<file path="config.mk">
export PLATFORM = sky130hd
export DESIGN_NAME = hazard_ctrl
export DESIGN_NICKNAME = d
export VERILOG_FILES = /design/src/rtl/hazard_ctrl.sv
export SDC_FILE = /design/constraint.sdc
export NUM_CORES = 1
export LEC_CHECK = 0
export CAP_MARGIN = 20
export CORE_ASPECT_RATIO = 1.5
export CORE_MARGIN = 2
export CORE_UTILIZATION = 45
export DETAILED_ROUTE_END_ITERATION = 6
export HOLD_SLACK_MARGIN = 0.12
export PLACE_DENSITY = 0.91
export SYNTH_ARGS = -nofsm -noshare
export SYNTH_HDL_FRONTEND = slang
export SYNTH_SLANG_ARGS = --single-unit
export TNS_END_PERCENT = 5
</file>
<file path="constraint.sdc">
create_clock -name clk -period 3.7 [get_ports clk]
set_clock_uncertainty 0.1 [all_clocks]
set_input_delay 0.74 -clock clk [delete_from_list [all_inputs] [get_ports clk]]
set_output_delay 0.74 -clock clk [all_outputs]
set_load 0.02 [all_outputs]
</file>
<file path="src/rtl/hazard_ctrl.sv">
// hazard_ctrl: load-use stall, branch flush and halt drain control
// for the five-stage 16-bit pipeline, plus a stall-cycle counter.
module hazard_ctrl (
    input  logic        clk,
    input  logic        rst,
    input  logic [2:0]  idRs,
    input  logic        idRsValid,
    input  logic [2:0]  idRt,
    input  logic        idRtValid,
    input  logic [2:0]  exWriteReg,
    input  logic        exWriteRegValid,
    input  logic        exRegWrite,
    input  logic        exMemRead,
    input  logic        exBranchTaken,
    input  logic        exHalt,
    input  logic        exErr,
    input  logic        memStall,
    output logic        writePc,
    output logic        writeIfId,
    output logic        flushIfId,
    output logic        writeIdEx,
    output logic        controlZeroIdEx1,
    output logic        controlZeroIdEx2,
    output logic        halted,
    output logic [15:0] stallCount
);

    typedef enum logic [1:0] {
        RUN  = 2'd0,
        LU   = 2'd1,
        HALT = 2'd2
    } state_t;

    state_t state;
    state_t stateNext;
    logic   luHaz;
    logic   stallInc;

    // Load-use: the EX load targets a register the decode instruction reads.
    always_comb begin
        luHaz = exMemRead & exRegWrite & exWriteRegValid &
                ((idRsValid & (idRs == exWriteReg)) |
                 (idRtValid & (idRt == exWriteReg)));
    end

    // Enables, bubbles and next state, highest-priority condition first.
    always_comb begin
        writePc          = 1'b1;
        writeIfId        = 1'b1;
        writeIdEx        = 1'b1;
        flushIfId        = 1'b0;
        controlZeroIdEx1 = 1'b0;
        controlZeroIdEx2 = 1'b0;
        halted           = 1'b0;
        stallInc         = 1'b0;
        stateNext        = state;
        if (rst) begin
            writePc   = 1'b0;
            writeIfId = 1'b0;
            writeIdEx = 1'b0;
            stateNext = RUN;
        end else begin
            case (state)
                HALT: begin
                    writePc          = 1'b0;
                    writeIfId        = 1'b0;
                    controlZeroIdEx1 = 1'b1;
                    halted           = 1'b1;
                end
                RUN, LU: begin
                    if (memStall) begin
                        writePc   = 1'b0;
                        writeIfId = 1'b0;
                        writeIdEx = 1'b0;
                        stallInc  = 1'b1;
                    end else if (state == LU) begin
                        stateNext = RUN;
                    end else if (exHalt | exErr) begin
                        controlZeroIdEx2 = 1'b1;
                        flushIfId        = 1'b1;
                        writePc          = 1'b0;
                        stateNext        = HALT;
                    end else if (exBranchTaken) begin
                        controlZeroIdEx2 = 1'b1;
                        flushIfId        = 1'b1;
                    end else if (luHaz) begin
                        writePc          = 1'b0;
                        writeIfId        = 1'b0;
                        controlZeroIdEx1 = 1'b1;
                        stallInc         = 1'b1;
                        stateNext        = LU;
                    end
                end
                default: stateNext = RUN;
            endcase
        end
    end

    // State register; reset forces RUN without waiting for an edge.
    always_ff @(posedge clk or posedge rst) begin
        if (rst) begin
            state <= RUN;
        end else begin
            state <= stateNext;
        end
    end

    // Stall-cycle counter that sticks at all-ones instead of wrapping.
    always_ff @(posedge clk or posedge rst) begin
        if (rst) begin
            stallCount <= 16'd0;
        end else if (stallInc && (stallCount != 16'hFFFF)) begin
            stallCount <= stallCount + 16'd1;
        end
    end

endmodule

</file>
==> results.cfg, run 1 <==
[outcome]
status = completed

[drt]
drt-total-wl_mm = 2.21
vias = 926
wl_per_cell_um = 13.4
drt_iter0_drc = 11
avgViaCountPerCell = 5.61
drt_first_pass_iters = 4
drc_errors = 0
drtAntennaViolNets = 0

[floorplanning]
ios = 43
start_util = 0.467
die_area_um2 = 2700
core_um2 = 2210
dieHeight_um = 62.6
dieWidth_um = 43.1
rows = 21

[job]
drv_cap = 0

[worst_setup_path]
critPathArrivalTime_ns = 2.69
worst-path-max-fanout = 2
critPathKind = in2out
end_kind = output port
critical_path.startpoint_type = primary input
setup.worst_path.start = exWriteReg[1]
cp_slowest_stage_delay_ns = 0.59
worstReg2RegStart = stallCount[0]$_DFFE_PP0P_
timing.critical_path.mode_cell = clkdlybuf4s50_1
worstPathCellList = clkdlybuf4s50_1, xnor2_1, nand4_1, a21oi_1, nand2_1, nor2_1, o21a_1, clkdlybuf4s50_1
required_ns = 2.86
crit_slowest_cell = clkdlybuf4s50_1

[worst_hold_path]
hp-start = stallCount[5]$_DFFE_PP0P_
hold_class = reg2reg

[synthesis]
synth_edf_count = 0
synth_area_leaders = dfrtp_1 (44%), xnor2_1 (16%), nand4_1 (3.6%)
synth_cell_types = 31
synth_area_um2 = 1030
synth_fp_nets = 119
yosys.area.top_type = dfrtp_1
synthFlopType = dfrtp_1
synth_seq_area_share = 0.437
async_flop_share = 1.00
avgSynthCellArea_um2 = 10.5
ys_ff_latch = 18
yosysWarnings = 0
synth_cells = 98
synth_top_area_frac = 0.437

[power_and_ir_drop]
leakage_uw = 0.000612
switching_share = 0.309
p_seq_frac = 0.479
power.net_switching_uw = 160
p_comb_frac = 0.296
cellPowerDensity_nw_per_um2 = 346
clockPowerShare = 0.225
p_int_uw = 358
irDropWorstVdd_v = 0.000158

[timing]
fmax_mhz = 284
rsz0062_at_grt = no
tightest_slew_ns = 0.655
setup_tns_ns = 0
finalMaxSlewViolations = 0
layout_setup_ws_ns = 0.174
setup_violations = 0
post-route-period-util = 0.953
hold_violations = 0
period_minus_slack_ns = 3.53
slew_headroom = 0.563

[finish]
final_util = 0.679
insertedDiodeCount = 0
syn_to_final_growth_pct = 45.3
drive_above_1_share = 0.0775
nets = 164
fin_cells = 165

[clock_tree]
path_clk_slew_ns = 0.10
cts.sinks = 18
hold_buffers = 0
cts_buffer_depth = 2
clk_latency_ns = 0.28
numCtsBuffers = 3
cts_root_buf = clkbuf_4
cts_setup_buffers = 0
cts_max_level = 1
cts_tree = done
ctsResizeCount = 0

[placed_design]
port-buffer-count = 42
globalplace.congestion = 0.798
post-place-cells = 161
dp_hpwl_mm = 1.82
pre_cts_ws_ns = 0.161

[global_routing]
antenna_found_initial = 0
grt_first_pass_wirelength_mm = 3.92
grt_max_degree = 19
grt_pass1_vias = 957
globalRouteOverflowTotal = 0
gr-usage-all-layers = 0.183
-- worst paths after layout --
kind                                                  end  slack (ns)  cells after the start
worst max-delay path                     controlZeroIdEx1        0.17                      8
worst min-delay path            stallCount[5]$_DFFE_PP0P_        0.39                      1
worst max register to register  stallCount[1]$_DFFE_PP0P_        1.72                      5
worst min register to register  stallCount[5]$_DFFE_PP0P_        0.39                      1
max in group asynchronous       stallCount[9]$_DFFE_PP0P_        2.20                      2
min in group asynchronous            state[1]$_DFFE_PP0P_        0.88                      2
-- worst max-delay path: cells and delay by family --
kind,cells,cell delay [ns]
AO/OA/AOI/OAI,2,0.34
AND/OR/NAND/NOR,3,0.36
buffers and inverters,2,1.10
XOR/XNOR,1,0.14
-- power groups by stage --
stage | Clock [uW] | Combinational (uW) | Sequential (uW)
finish | 117 | 154 | 248
global route | 128 | 167 | 253
CTS | 118 | 156 | 249
detailed placement | 0 | 153 | 253
global placement | 0 | 149 | 251
floorplan | 0 | 55.3 | 268
-- area by class of cell --
class                   count  area (um2)
fillers                   181         709
multi-input cells          76         554
flip-flops and latches     18         450
repair buffers             42         420
clock buffers               4        36.3
well taps                  23        28.8
inverters                   2        7.51
-- through the flow --
stage	area [um2]	total power [uW]	hold slack (ns)
2_1_floorplan	1030	323	0.448
3_3_place_gp	1460	399	0.382
3_5_place_dp	1460	405	0.383
4_1_cts	1500	522	0.398
5_1_grt	1500	548	0.434
6_report	1500	519	0.394
-- sequential cells by signal (all words and copies together), names as in the netlist --
signal / count
state: 2
stallCount: 16
-- logic make-up after synthesis --
group	count (synthesis)	synth area share
buf+inv	4	0.0255
flops	18	0.437
simple gates	42	0.250
compound gates	11	0.0837
mux	2	0.0218
fa+ha+maj	1	0.0121
xor+xnor	20	0.170
-- synthesized netlist by cell type, types with 2 or more instances --
cell	instances
xnor2_1	19
dfrtp_1	18
nand4_1	6
nor2_1	6
nand2_1	5
and3_1	4
nand3_1	4
o21a_1	4
a21oi_1	3
and4_1	3
inv_1	2
mux2_2	2
nand3_2	2
nor3_1	2
nor4_1	2
-- placed cells by master, fill, tap and decap left out, drive strengths merged, types with 4 or more instances in the layout --
cell / n
and3: 5
nand2: 5
dfrtp: 18
clkdlybuf4s50: 42
clkbuf: 4
nand3: 6
nand4: 7
o21a: 4
nor2: 6
xnor2: 19
-- metal layers --
metal,global-route usage,routed length (um)
met4,0.0341,10
met5,0,0
met1,0.203,851
met2,0.345,1200
met3,0.0376,149
Note: power is estimated with default switching activity, not from simulation.
==> run 2, diff against run 1 <==
CTS_CLUSTER_DIAMETER = 100   (was unset)
MAX_ROUTING_LAYER = met4   (was unset)
==> run 2 against run 1 <==
Design area unchanged. Critical path depth unchanged. Sequential share of layout area did not move. Non-clock buffer count unchanged. Count of clock-buffer cells in the layout unchanged. Wire length is essentially flat. Sequential cell count is the same. Global-route usage increased by 0.49 points. Via count decreased by 0.22%. Combinational power is essentially flat. Setup slack about the same. Critical path type unchanged. Critical endpoint unchanged. Largest cell class unchanged.
==> results.cfg, run 2 (synthesized netlist as in run 1, its figures left out) <==
[timing]
setup_tns_ns = 0
period_minus_slack_ns = 3.53
tightest_slew_ns = 0.655
slew_headroom = 0.563
fmax_mhz = 284
hold_violations = 0
post-route-period-util = 0.953
rsz0062_at_grt = no
finalMaxSlewViolations = 0
setup_violations = 0
layout_setup_ws_ns = 0.174

[finish]
top_register = stallCount
syn_to_final_growth_pct = 45.3
reg_top3 = stallCount (16), state (2)
nFillCells = 181
drive_above_1_share = 0.0775
fin_area_um2 = 1500
final_util = 0.679
largest_reg_flops = 16
insertedDiodeCount = 0
nets = 164
final_common_cell = clkdlybuf4s50_1
mostFrequentLayoutCells = clkdlybuf4s50_1 (42), xnor2_1 (19), dfrtp_1 (18)

[clock_tree]
cts_tree = done
hold_buffers = 0
cts_setup_buffers = 0
cts_buffer_depth = 2
cts_root_buf = clkbuf_4
path_clk_slew_ns = 0.10
ctsResizeCount = 0
numCtsBuffers = 3
cts_max_level = 1
cts.sinks = 18
clk_latency_ns = 0.28

[power_and_ir_drop]
p_int_uw = 358
clockPowerShare = 0.225
power.net_switching_uw = 160
leakage_uw = 0.000612
irDropWorstVdd_v = 0.000158
p_comb_frac = 0.296
cellPowerDensity_nw_per_um2 = 346
switching_share = 0.309
p_total_uw = 519
p_seq_frac = 0.479

[worst_hold_path]
hp-start = stallCount[5]$_DFFE_PP0P_
worstHoldPathCells = 1
hold_class = reg2reg

[drt]
wl_per_cell_um = 13.4
vias = 924
wl_met1_um = 868
drt_first_pass_iters = 4
routed.top_layer = met4
avgViaCountPerCell = 5.60
drc_errors = 0
drtAntennaViolNets = 0
drt_iter0_drc = 9
drt-total-wl_mm = 2.21
wl_met2_mm = 1.20
dr_wl_met3_um = 128

[worst_setup_path]
cp.depth = 8
cp_slowest_stage_delay_ns = 0.59
timing.critical_path.mode_cell = clkdlybuf4s50_1
critical_path.startpoint_type = primary input
end_kind = output port
critPathArrivalTime_ns = 2.69
required_ns = 2.86
worst-path-max-fanout = 2
worstPathCellList = clkdlybuf4s50_1, xnor2_1, nand4_1, a21oi_1, nand2_1, nor2_1, o21a_1, clkdlybuf4s50_1
critPathKind = in2out
critPathBufInv = 2
ff2ff_path_depth = 5
setup.worst_path.start = exWriteReg[1]
crit_family = buffers and inverters
worstReg2RegStart = stallCount[0]$_DFFE_PP0P_
crit_slowest_cell = clkdlybuf4s50_1

[placed_design]
postPlaceCellArea_um2 = 1460
pre_cts_ws_ns = 0.161
dp_hpwl_mm = 1.82
globalplace.congestion = 0.810
port-buffer-count = 42

[floorplanning]
ios = 43
start_util = 0.467
rows = 21
core_um2 = 2210
dieWidth_um = 43.1
die_area_um2 = 2700
dieHeight_um = 62.6

[global_routing]
grt_first_pass_wirelength_mm = 3.93
gr-usage-all-layers = 0.188
antenna_found_initial = 0
globalRouteOverflowTotal = 0
grt_pass1_vias = 957
grt_max_degree = 19

[job]
drv_cap = 0

[outcome]
status = completed
==> run 2: final cells by class <==
type	instances	area [um2]	share of cell area
Tap cell	23	28.8	0.0192
Multi-Input combinational cell	76	554	0.370
Timing Repair Buffer	42	420	0.281
Inverter	2	7.51	0.00501
Sequential cell	18	450	0.301
Clock buffer	4	36.3	0.0242
==> run 2: power by group through the flow <==
| stage | combinational (uW) | sequential (uW) | clock, uW |
|---|---|---|---|
| floorplan | 55.3 | 268 | 0 |
| global placement | 149 | 251 | 0 |
| detailed placement | 153 | 253 | 0 |
| CTS | 156 | 249 | 118 |
| global route | 167 | 253 | 128 |
| finish | 153 | 248 | 117 |
==> run 2: final timing paths <==
check,end,slack (ns)
max,controlZeroIdEx1,0.17
min,stallCount[5]$_DFFE_PP0P_,0.39
max reg2reg,stallCount[1]$_DFFE_PP0P_,1.72
min reg2reg,stallCount[5]$_DFFE_PP0P_,0.39
max in group asynchronous,stallCount[9]$_DFFE_PP0P_,2.20
min in group asynchronous,state[1]$_DFFE_PP0P_,0.88
==> run 2: through the flow <==
stage          hold WS, ns  std cells
2_1_floorplan        0.448         98
3_3_place_gp         0.382        161
3_5_place_dp         0.383        161
4_1_cts              0.398        165
5_1_grt              0.434        165
6_report             0.394        165
==> run 2: layer usage <==
layer | GRT usage | vias to the layer above
li1 | - | 442
met1 | 0.208 | 434
met2 | 0.345 | 46
met3 | 0.0289 | 2
met4 | 0.0341 | 0
met5 | - | -
